==> config.mk <==
export PLATFORM = sky130hd
export DESIGN_NAME = trng_collect
export DESIGN_NICKNAME = d
export VERILOG_FILES = /design/src/rtl/trng_collect.sv
export SDC_FILE = /design/constraint.sdc
export NUM_CORES = 1
export LEC_CHECK = 0
export CORE_MARGIN = 2
export CORE_UTILIZATION = 55
export CTS_CLUSTER_SIZE = 10
export DETAILED_ROUTE_END_ITERATION = 6
export PLACE_DENSITY = 0.95
export SLEW_MARGIN = 15
export SYNTH_ARGS = -nofsm -noshare
export SYNTH_HDL_FRONTEND = slang
export SYNTH_SLANG_ARGS = --single-unit
==> constraint.sdc <==
create_clock -name clk -period 14.1 [get_ports clk]
set_clock_uncertainty 0.2 [all_clocks]
set_input_delay 2.82 -clock clk [delete_from_list [all_inputs] [get_ports clk]]
set_output_delay 2.82 -clock clk [all_outputs]
set_load 0.005 [all_outputs]
==> src/rtl/trng_collect.sv <==
// rtl/trng_collect.sv - von Neumann debiased TRNG word collector with repetition-count health test
// Pairs raw samples into debiased bits, shifts them into an N-bit word, aborts with res_err on long runs.
module trng_collect #(
  parameter int N   = 128,
  parameter int RCT = 32
) (
  input  logic         clk,
  input  logic         rst,
  input  logic         raw_bit,
  input  logic         raw_valid,
  output logic [N-1:0] x_out,
  output logic         res_err,
  input  logic         req_valid,
  output logic         req_ready,
  output logic         req_busy,
  output logic         res_valid,
  input  logic         res_ready
);

  localparam int CW = $clog2(N + 1);
  localparam logic [CW-1:0] CNT_LAST = CW'(N - 1);
  localparam logic [7:0]    RUN_CUT  = 8'(RCT);

  typedef enum logic [1:0] {
    IDLE    = 2'd0,
    COLLECT = 2'd1,
    DONE    = 2'd2
  } state_t;

  state_t          state_q, state_d;
  logic [N-1:0]    x_q, x_d;
  logic            err_q, err_d;
  logic [CW-1:0]   cnt_q, cnt_d;
  logic            phase_q, phase_d;
  logic            first_q, first_d;
  logic            last_q, last_d;
  logic [7:0]      run_q, run_d;

  logic            emit;
  logic [7:0]      run_next;

  always_comb begin
    state_d  = state_q;
    x_d      = x_q;
    err_d    = err_q;
    cnt_d    = cnt_q;
    phase_d  = phase_q;
    first_d  = first_q;
    last_d   = last_q;
    run_d    = run_q;
    emit     = 1'b0;
    run_next = run_q;

    case (state_q)
      IDLE: begin
        if (req_valid) begin
          state_d = COLLECT;
          cnt_d   = '0;
          phase_d = 1'b0;
          run_d   = '0;
          err_d   = 1'b0;
        end
      end

      COLLECT: begin
        if (raw_valid) begin
          // run_q == 0 means no sample seen yet in this collection
          if (run_q == 8'd0 || raw_bit != last_q) begin
            run_next = 8'd1;
          end else begin
            run_next = run_q + 8'd1;
          end
          run_d  = run_next;
          last_d = raw_bit;

          if (!phase_q) begin
            first_d = raw_bit;
            phase_d = 1'b1;
          end else begin
            phase_d = 1'b0;
            emit    = (first_q != raw_bit);
          end

          if (emit) begin
            x_d   = {x_q[N-2:0], first_q};
            cnt_d = cnt_q + CW'(1);
          end

          // Health-test failure wins over a word completing on the same sample
          if (run_next == RUN_CUT) begin
            state_d = DONE;
            err_d   = 1'b1;
            x_d     = '0;
          end else if (emit && cnt_q == CNT_LAST) begin
            state_d = DONE;
          end
        end
      end

      DONE: begin
        if (res_ready) begin
          state_d = IDLE;
        end
      end

      default: begin
        state_d = IDLE;
      end
    endcase
  end

  always_ff @(posedge clk or posedge rst) begin
    if (rst) begin
      state_q <= IDLE;
      x_q     <= '0;
      err_q   <= 1'b0;
      cnt_q   <= '0;
      phase_q <= 1'b0;
      first_q <= 1'b0;
      last_q  <= 1'b0;
      run_q   <= '0;
    end else begin
      state_q <= state_d;
      x_q     <= x_d;
      err_q   <= err_d;
      cnt_q   <= cnt_d;
      phase_q <= phase_d;
      first_q <= first_d;
      last_q  <= last_d;
      run_q   <= run_d;
    end
  end

  assign x_out     = x_q;
  assign res_err   = err_q;
  assign req_ready = (state_q == IDLE);
  assign req_busy  = (state_q == COLLECT);
  assign res_valid = (state_q == DONE);

endmodule

Word level (Yosys, flattened, before mapping)
Index checks and enable logic that the tools add are counted.
{ "classes": {"add_sub_neg": 2, "n_mul": 0, "div_mod_pow": 0, "order_cmp": 0, "eq_ne": 12, "shift": 0, "mux": 27, "bitwise_logic": 1, "n_reduce_logical": 13} }
{ "op_table": {"columns": ["cell", "count"], "rows": [
  ["$mux 128", 2],
  ["$mux 8", 7],
  ["$pmux 8 s2", 2],
  ["$add 8x1->8 const B", 2],
  ["$reduce_and 4->1", 3],
  ["$mux 2", 5],
  ["$reduce_and 3->1", 3],
  ["$eq 8x6->1 const B", 1],
  ["$eq 8x7->1 const B", 1],
  ["$logic_not 8->1", 1],
  ["$mux 1", 8],
  ["$ne 2x1->1 const B", 3],
  ["$pmux 2 s3", 1],
  ["$ne 2x2->1 const B", 2],
  ["$pmux 1 s2", 2],
  ["$reduce_bool 2->1", 2],
  ["$ne 3x1->1 const B", 1],
  ["$eq 2x1->1 const B", 1],
  ["$eq 2x2->1 const B", 1],
  ["$logic_not 2->1", 1],
  ["$ne 1x1->1", 2],
  ["$reduce_and 2->1", 1],
  ["$logic_and 1x1->1", 1],
  ["$logic_or 1x1->1", 1],
  ["$not 1->1", 1]
]} }
{ "word_totals": {"reg_bits": 150, "latch_bits": 0, "mem_bits_rw": 0, "rom_bits": 0, "inputBits": 6, "output_inout_bits": 132, "mem_count": 0} }

Logic depth before layout (Yosys ltp)
Gate-level depths: netlist of the first run.
{ "depth": {"depth_word": 9, "ltp_mapped": 10, "mapped_depth_nobuf": 7} }

Worst setup path after synthesis of the first run
No wires, ideal clock.
{ "synth_timing": {"path_type": "input -> register", "from": "in raw_valid", "to": "reg x_q[10] (netlist: x_out[10])", "arrival_ns": 4.067, "path_slack_ns": 9.714, "cell_stages": 7, "path_buffers": 3, "cell_sequence": "and3b_1 -> buf_2 -> nand3_2 -> buf_4 -> clkbuf_1 -> mux2i_1 -> nor2_1"} }
{ "synth_via": {"elab_chain_len": 1} }
{ "synth_rtl": {"columns": ["element", "line_no", "source"], "rows": [
  ["start, declared", "10", "input logic raw_valid,"],
  ["$reduce_and 3->1 (no line)", null, null],
  ["end signal, assigned", "115", "x_q <= '0;"],
  ["end signal, assigned", "124", "x_q <= x_d;"],
  ["end, declared", "31", "logic [N-1:0] x_q, x_d;"]
]} }
No other way between the ends.
A chain may end at the register's enable or synchronous reset.

Worst setup path in the final report of the first run
{ "layout_timing": {"from": "in raw_valid", "to": "reg x_q[48] (netlist: x_out[48])"} }
Same word-level chain as after synthesis.

==> results.toml, run 1 <==
[power_and_ir_drop]
vdd.ir_drop.worst_uv = 71.9
p_leak_nw = 4.75
power-per-cell-area_nw_per_um2 = 127

[setup_path]
worst-r2r-cell-count = 5
critical_path_peak_fanout = 68
rrSetupSlack_ns = 10.66
worstReg2RegStart = "state_q[0]$_DFFE_PP0P_"
critical_r2r_capture = "x_out[48]$_DFFE_PP0P_"
cp.required_ns = 14.16
crit_arrival_ns = 5.93
start_kind = "input port"
path_class = "in -> reg"
cp-end-kind = "flop"

[routing]
drt_pass1_iterations = 4
routed_wire_length_per_instance_um = 17.1
remaining_drc_errors = 0
vias_per_cell = 5.59
detailroute.via_count = 4658
detailed_router_s_first_iteration_violation_count = 370
detailed_route_wl_um = 14300
final_antenna_net_count = 0

[synthesis]
synthDistinctLibCells = 47
number_of_flip_flops_and_latches_in_the_synthesized_netlist = 150
synth-warning-count = 0
syn_inst = 554
synthesis.area_per_instance_um2 = 11.7
synth-seq-area-share = 0.581
async_reset_ff_frac = 1.00
postSynthNetCount = 563
synth_ff_type = "dfrtp_1"
netlist_area_um2 = 6460
synth-edff-count = 0

[global_routing]
via_count_of_the_first_global_routing_pass = 4610
grt_util_all_layers = 0.241
remaining_global_route_overflow = 0
grt_max_degree = 97
number_of_antenna_violations_at_the_first_check_in_global_routing = 0
grt_first_pass_wirelength_um = 24100

[timing]
final.setup.tns_ns = 0
fin_crit_ns = 5.86
final-setup-viol-count = 0
grt_setup_unrepaired = "no"
max-slew-margin-rel = 0.258
worst_hold_slack_ns = 0.311
fmaxAchievable_mhz = 171
timing_hold_violations_final = 0
worst_pin_slew_ns = 1.11
final-max-slew-violation-count = 0
layout_worst_path_cycle_share = 0.416

[placed_design]
place_inst = 803
half_perimeter_wire_length_after_detailed_placement_um = 9360
port_buffers = 137
gp_routability_congestion = 0.828

[die]
die_h_um = 112
design.core.area_um2 = 11400
floorplan.io_pins = 138
start_util = 0.566
die_extent_in_x_um = 112
die_area_um2 = 12600
rows = 39

[clock_network]
cts_tree = "yes"
insertion_delay_ns = 0.42
clkTransAtPathRegs_ns = 0.06
cts.root.buffer_cell = "clkbuf_16"
cts_hold_buffers = 0
postCtsSetupBuffers = 0
numClockSinks = 150
post_cts_resize_count = 0
cts_htree_levels = 4
cts.path.max_buffers = 2
cts_inserted_buffers = 17

[final_layout]
finalCoreUtilization = 0.741
antenna-diode-count = 0
instances_no_fill = 834
layout.nets = 688
layout-drive-gt1-share = 0.0564
area_growth_syn_to_layout_pct = 31.0
final.fill_count = 751

[hold_path]
timing.hold.worst.class = "reg -> reg"
min_from = "last_q$_DFFE_PP0P_"
worst_min_delay_path_endpoint = "last_q$_DFFE_PP0P_"
worstHoldPathCells = 2

[flow_run]
max_cap_viol_count = 0

[outcome]
status = "completed"
-- cell type report --
| cell class | instances | area (µm²) | share of cell area |
|---|---|---|---|
| clock inverter | 9 | 148 | 0.0175 |
| timing repair buffer | 141 | 1400 | 0.166 |
| multi-input combinational | 364 | 2470 | 0.292 |
| inverter | 5 | 23.8 | 0.00281 |
| tap | 143 | 179 | 0.0212 |
| sequential | 150 | 3750 | 0.444 |
| clock buffer | 22 | 484 | 0.0572 |
-- critical path, stage by stage --
cell,delay (ns)
clkdlybuf4s50_1,0.55
and3b_1,0.42
nand3_4,0.84
buf_4,0.78
mux2i_1,0.36
nor2_1,0.08
-- metal layers --
metal / wire [µm] / share of wire / vias to the layer above / global-route usage
li1: - / - / 2138 / -
met1: 5940 / 0.42 / 2332 / 0.302
met2: 7250 / 0.51 / 161 / 0.401
met3: 729 / 0.051 / 27 / 0.0583
met4: 334 / 0.023 / 0 / 0.105
met5: 0 / 0 / - / 0
-- sequential cells by signal, summed over array words and instances, names as in the netlist --
name,count
run_q,8
state_q,2
res_err,1
x_out,128
last_q,1
cnt_q,8
phase_q,1
first_q,1
-- through the flow --
stage / power (mW) / instance area [µm²] / worst slack [ns]
2_1_floorplan: 0.556 / 6460 / 7.04
3_3_place_gp: 0.598 / 7830 / 8.04
3_5_place_dp: 0.604 / 7830 / 7.82
4_1_cts: 1.09 / 8460 / 8.24
5_1_grt: 1.12 / 8460 / 8.07
6_report: 1.08 / 8460 / 8.24
-- power breakdown --
| part | switching [mW] | total (mW) | internal [mW] |
|---|---|---|---|
| Combinational | 0.0630 | 0.123 | 0.0601 |
| Sequential | 0.0221 | 0.474 | 0.452 |
| Clock | 0.165 | 0.478 | 0.313 |
| Total | 0.251 | 1.08 | 0.825 |
-- cells in the final DEF, fill, tap and decap left out, types with 3 or more instances in the layout --
cell type and instances:
mux2i_1 128, clkbuf_8 4, buf_4 4, ha_1 3
inv_1 4, o21ai_0 12, a21o_1 3, a21oi_1 3
clkdlybuf4s50_1 137, nand3_1 6, nor2_1 140, clkinv_2 4
nor4_1 3, dfrtp_1 150, clkbuf_16 17, nand2_1 13
nor3_1 5, xnor2_1 7, and3_1 3, bufinv_16 4
o31ai_1 3, nor2b_1 4
-- cell usage after synthesis (5+ instances only) --
master / n / share of area
inv_1: 5 / 0.0029
clkbuf_1: 16 / 0.0093
buf_2: 5 / 0.0039
nor3_1: 5 / 0.0039
nand2_1: 13 / 0.0076
o21ai_0: 12 / 0.0093
dfrtp_1: 150 / 0.58
mux2i_1: 128 / 0.20
buf_6: 11 / 0.019
xnor2_1: 7 / 0.0095
nor2_1: 140 / 0.081
nand3_1: 6 / 0.0046
-- worst max-delay path by stage --
stage               from               endpoint  cells past startpoint
2_1_floorplan        rst   cnt_q[0]$_DFFE_PP0P_                      1
3_3_place_gp   raw_valid  x_out[79]$_DFFE_PP0P_                      6
3_5_place_dp     raw_bit  x_out[48]$_DFFE_PP0P_                      6
4_1_cts          raw_bit  x_out[48]$_DFFE_PP0P_                      6
5_1_grt          raw_bit  x_out[48]$_DFFE_PP0P_                      6
6_report       raw_valid  x_out[48]$_DFFE_PP0P_                      6
-- cell families after synthesis --
group	count (synthesis)	share of synthesized area
AOI/OAI and AO/OA	35	0.0380
xor gates and xnor gates	8	0.0108
adders and majority gates	3	0.00581
buffers and inverters	40	0.0378
DFF	150	0.581
muxes	129	0.200
and+or+nand+nor	189	0.126
No activity file was read; power rests on OpenSTA's default activity.
==> run 2: changes to the inputs <==
CORE_UTILIZATION = 51   (was 55)
PLACE_DENSITY = 0.92   (was 0.95)
clock period = 6.1 ns   (was 14.1 ns; I/O delays follow)
==> results.toml, run 2 (same netlist as run 1, synthesis figures left out) <==
[die]
floorplan.io_pins = 138
die_extent_in_x_um = 117
die_h_um = 117
rows = 41
die_area_um2 = 13600
start_util = 0.518
design.core.area_um2 = 12500

[routing]
final_antenna_net_count = 0
detailroute.via_count = 4580
routed_wire_length_per_instance_um = 16.1
drt_pass1_iterations = 4
detailed_route_wl_um = 13900
detailed_router_s_first_iteration_violation_count = 331
remaining_drc_errors = 0
vias_per_cell = 5.29

[global_routing]
grt_max_degree = 108
grt_util_all_layers = 0.217
remaining_global_route_overflow = 0
via_count_of_the_first_global_routing_pass = 4601
grt_first_pass_wirelength_um = 22600
number_of_antenna_violations_at_the_first_check_in_global_routing = 0

[hold_path]
timing.hold.worst.class = "reg -> reg"

[placed_design]
gp_routability_congestion = 0.810
half_perimeter_wire_length_after_detailed_placement_um = 9250
port_buffers = 137
post_dp_cell_area_um2 = 7870

[clock_network]
clkTransAtPathRegs_ns = 0.06
postCtsSetupBuffers = 0
cts.path.max_buffers = 2
cts.root.buffer_cell = "clkbuf_16"
cts_htree_levels = 4
cts_hold_buffers = 0
cts_inserted_buffers = 17
cts_tree = "yes"
insertion_delay_ns = 0.42
numClockSinks = 150
post_cts_resize_count = 0

[timing]
worst_hold_slack_ns = 0.307
layout_worst_path_cycle_share = 0.590
fmaxAchievable_mhz = 278
fin_crit_ns = 3.60
final.setup.tns_ns = 0
final-setup-viol-count = 0
worst_pin_slew_ns = 1.12
grt_setup_unrepaired = "no"
final-max-slew-violation-count = 0
timing_hold_violations_final = 0
max-slew-margin-rel = 0.256

[setup_path]
cp.required_ns = 6.16
rrSetupSlack_ns = 3.19
critical_path_peak_fanout = 83
path_class = "in -> reg"
cp-end-kind = "flop"
start_kind = "input port"
crit_arrival_ns = 3.66

[power_and_ir_drop]
p_leak_nw = 4.76
vdd.ir_drop.worst_uv = 210
power-per-cell-area_nw_per_um2 = 298

[final_layout]
largest_reg_flops = 128
postLayoutCellArea_um2 = 8540
mostFrequentLayoutCells = "dfrtp_1 (150), nor2_1 (140), clkdlybuf4s50_1 (137)"
layout.nets = 689
final_common_cell = "dfrtp_1"
multi_input_comb_area_um2 = 2470
layout-drive-gt1-share = 0.0577
seqCellArea_um2 = 3750
finalCoreUtilization = 0.685
final.fill_count = 903
antenna-diode-count = 0
area_growth_syn_to_layout_pct = 32.3

[outcome]
status = "completed"

[flow_run]
max_cap_viol_count = 0
[run 2: changes by cell type in the layout (fill, tap and decap cells not counted), sizes merged]
cell      previous run  this run
buf                  4         5
clkinv               4         3
clkinvlp             1         3
bufinv               4         6
clkbuf              22        20
[run 2: layout make-up]
cell class | instances | area share
Timing Repair Buffer | 142 | 0.165
Inverter | 5 | 0.00278
Tap cell | 172 | 0.0252
Sequential cell | 150 | 0.439
Multi-Input combinational cell | 364 | 0.289
Clock inverter | 12 | 0.0264
Clock buffer | 20 | 0.0523
[run 2: worst max-delay path, stage by stage]
cell and delay, ns:
clkdlybuf4s50_1 0.55, and3b_1 0.40, o211ai_2 0.29, nor4_4 0.36, buf_4 0.65, nor2_1 0.13
[run 2: path summary, 6_finish.rpt]
| path | startpoint | end | cells after the start |
|---|---|---|---|
| hold reg to reg | last_q$_DFFE_PP0P_ | last_q$_DFFE_PP0P_ | 2 |
| setup reg to reg | run_q[0]$_DFFE_PP0P_ | x_out[86]$_DFFE_PP0P_ | 7 |
| setup / recovery | raw_valid | x_out[86]$_DFFE_PP0P_ | 6 |
| hold / removal | last_q$_DFFE_PP0P_ | last_q$_DFFE_PP0P_ | 2 |
| max in group asynchronous | rst | cnt_q[6]$_DFFE_PP0P_ | 3 |
| min in group asynchronous | rst | x_out[48]$_DFFE_PP0P_ | 2 |
[run 2: stage by stage]
step	instances	setup WS, ns	total power, mW
floorplan	554	0.644	1.28
global placement	833	2.22	1.38
detailed placement	833	2.11	1.39
CTS	865	2.54	2.57
global route	865	2.30	2.65
finish	865	2.50	2.55
[run 2: report_power, final]
| group | switching, mW | internal (mW) |
|---|---|---|
| combinational | 0.140 | 0.137 |
| clock | 0.392 | 0.778 |
| sequential | 0.0549 | 1.04 |
| total | 0.586 | 1.96 |
[run 2: per-layer routing]
| layer | up-vias | track usage | share of wire |
|---|---|---|---|
| met5 | - | 0 | 0 |
| met4 | 0 | 0.0973 | 0.020 |
| met3 | 24 | 0.0654 | 0.053 |
| met2 | 131 | 0.355 | 0.50 |
| met1 | 2289 | 0.266 | 0.42 |
| li1 | 2136 | - | - |
==> run 3: changes to the inputs <==
CORE_UTILIZATION = 46   (was 51)
PLACE_DENSITY = 0.88   (was 0.92)
clock period = 3 ns   (was 6.1 ns; I/O delays follow)
==> results.toml, run 3 (same netlist as run 1, synthesis figures left out) <==
[setup_path]
cp.required_ns = 3.10
rrSetupSlack_ns = 0.48
cp_slowest_cell = "o311ai_1"
critical_path.cell_chain = "ha_1, nand4_1, o32ai_1, o311ai_1, nor4_4, buf_4, buf_4, a211o_1"
critical_r2r_capture = "state_q[1]$_DFFE_PP0P_"
path_buf_inv = 2
critical_path_peak_fanout = 9
start_kind = "flop"
critical_path.max_stage_delay_ns = 0.59
path_class = "reg -> reg"
timing.critical_path.mode_cell = "buf_4"
crit_arrival_ns = 2.62
worst-r2r-cell-count = 8
worstReg2RegStart = "run_q[0]$_DFFE_PP0P_"
cp-end-kind = "flop"
timing.critical_path.max_delay_family = "compound AO/OA/AOI/OAI gates"

[outcome]
status = "completed"

[routing]
vias_per_cell = 5.21
detailroute.via_count = 4581
remaining_drc_errors = 0
final_antenna_net_count = 0
detailed_route_wl_um = 13900
routed_wire_length_per_instance_um = 15.8
detailed_router_s_first_iteration_violation_count = 243
drt_pass1_iterations = 4

[final_layout]
area_growth_syn_to_layout_pct = 34.4
mostFrequentLayoutCells = "dfrtp_1 (150), nor2_1 (140), clkdlybuf4s50_1 (137)"
largest_reg_flops = 128
final_common_cell = "dfrtp_1"
layout-drive-gt1-share = 0.0671
layout.nets = 698
antenna-diode-count = 0

[hold_path]
min_from = "last_q$_DFFE_PP0P_"
worst_min_delay_path_endpoint = "last_q$_DFFE_PP0P_"
worstHoldPathCells = 2
timing.hold.worst.class = "reg -> reg"

[timing]
final.setup.tns_ns = 0
final-setup-viol-count = 0
grt_setup_unrepaired = "no"
fin_crit_ns = 2.52
max-slew-margin-rel = 0.580
fmaxAchievable_mhz = 396
layout_worst_path_cycle_share = 0.841
worst_pin_slew_ns = 0.620
final-max-slew-violation-count = 0
timing_hold_violations_final = 0

[global_routing]
grt_max_degree = 75
grt_first_pass_wirelength_um = 22700
gr-max-usage-layer = "met2"
globalRouteMet1Util = 0.246
number_of_antenna_violations_at_the_first_check_in_global_routing = 0
remaining_global_route_overflow = 0
gr-usage-met2 = 0.305
grtUsageMet3 = 0.0613
grt_util_all_layers = 0.194
via_count_of_the_first_global_routing_pass = 4474

[die]
die_h_um = 122
design.core.area_um2 = 13800
start_util = 0.469
floorplan.io_pins = 138
die_area_um2 = 15000
die_extent_in_x_um = 122
rows = 43

[flow_run]
max_cap_viol_count = 0

[clock_network]
cts_hold_buffers = 0
post_cts_resize_count = 0
cts_inserted_buffers = 17
clkTransAtPathRegs_ns = 0.05
insertion_delay_ns = 0.42
numClockSinks = 150
cts_htree_levels = 4
cts.path.max_buffers = 2
cts_tree = "yes"
cts.root.buffer_cell = "clkbuf_16"
postCtsSetupBuffers = 0

[placed_design]
half_perimeter_wire_length_after_detailed_placement_um = 9510
gp_routability_congestion = 0.899
port_buffers = 137

[power_and_ir_drop]
report.power.total_mw = 5.11
p_leak_nw = 4.82
vdd.ir_drop.worst_uv = 312
power-per-cell-area_nw_per_um2 = 589
[run 3: cell types whose count changed in the layout (fill, tap and decap cells not counted), sizes merged]
cell / delta
bufinv: -1
buf: +9
clkinv: -1
inv: -1
clkbuf: +1
[run 3: worst max-delay path by stage]
stage                                     from                endpoint  slack [ns]  cells after the start
after global placement               raw_valid   x_out[87]$_DFFE_PP0P_        0.21                      7
final                     run_q[0]$_DFFE_PP0P_  state_q[1]$_DFFE_PP0P_        0.48                      8
after floorplan                            rst    cnt_q[0]$_DFFE_PP0P_        0.31                      1
after detailed placement               raw_bit     res_err$_DFFE_PP0P_        0.14                      8
after global routing      run_q[0]$_DFFE_PP0P_     res_err$_DFFE_PP0P_        0.26                      8
after CTS                 run_q[0]$_DFFE_PP0P_  state_q[1]$_DFFE_PP0P_        0.49                      8
[run 3: worst reg2reg max path, cell delays in order, from the launching register on]
cell and delay, ns:
dfrtp_1 0.48, ha_1 0.32, nand4_1 0.11, o32ai_1 0.09
o311ai_1 0.59, nor4_4 0.08, buf_4 0.19, buf_4 0.14
a211o_1 0.22
[run 3: metal layers]
layer | routed length [µm] | vias up
met5 | 0 | -
met4 | 369 | 0
met3 | 938 | 28
met2 | 6600 | 144
met1 | 6030 | 2253
li1 | - | 2156
[run 3: power breakdown]
group	switching [mW]	total (mW)	leakage, nW	internal (mW)
clock	0.774	2.28	0.305	1.51
combinational	0.299	0.595	2.45	0.296
sequential	0.112	2.24	2.06	2.12
[run 3: final cells by class]
| type | instances | area, µm² |
|---|---|---|
| clock inverter | 9 | 175 |
| tap | 180 | 225 |
| clock buffer | 21 | 460 |
| fill | 1050 | 5090 |
| sequential | 150 | 3750 |
| inverter | 5 | 22.5 |
| multi-input combinational | 364 | 2470 |
| timing repair buffer | 151 | 1580 |
[run 3: per-stage QoR]
step	setup slack [ns]	std cells	area (µm²)	utilization	hold slack, ns
2_1_floorplan	0.311	554	6460	-	0.265
3_5_place_dp	0.143	850	8050	0.584	0.320
4_1_cts	0.491	880	8680	0.630	0.334
3_3_place_gp	0.208	850	8050	0.584	0.283
6_report	0.476	880	8680	0.630	0.333
5_1_grt	0.262	880	8680	0.630	0.356
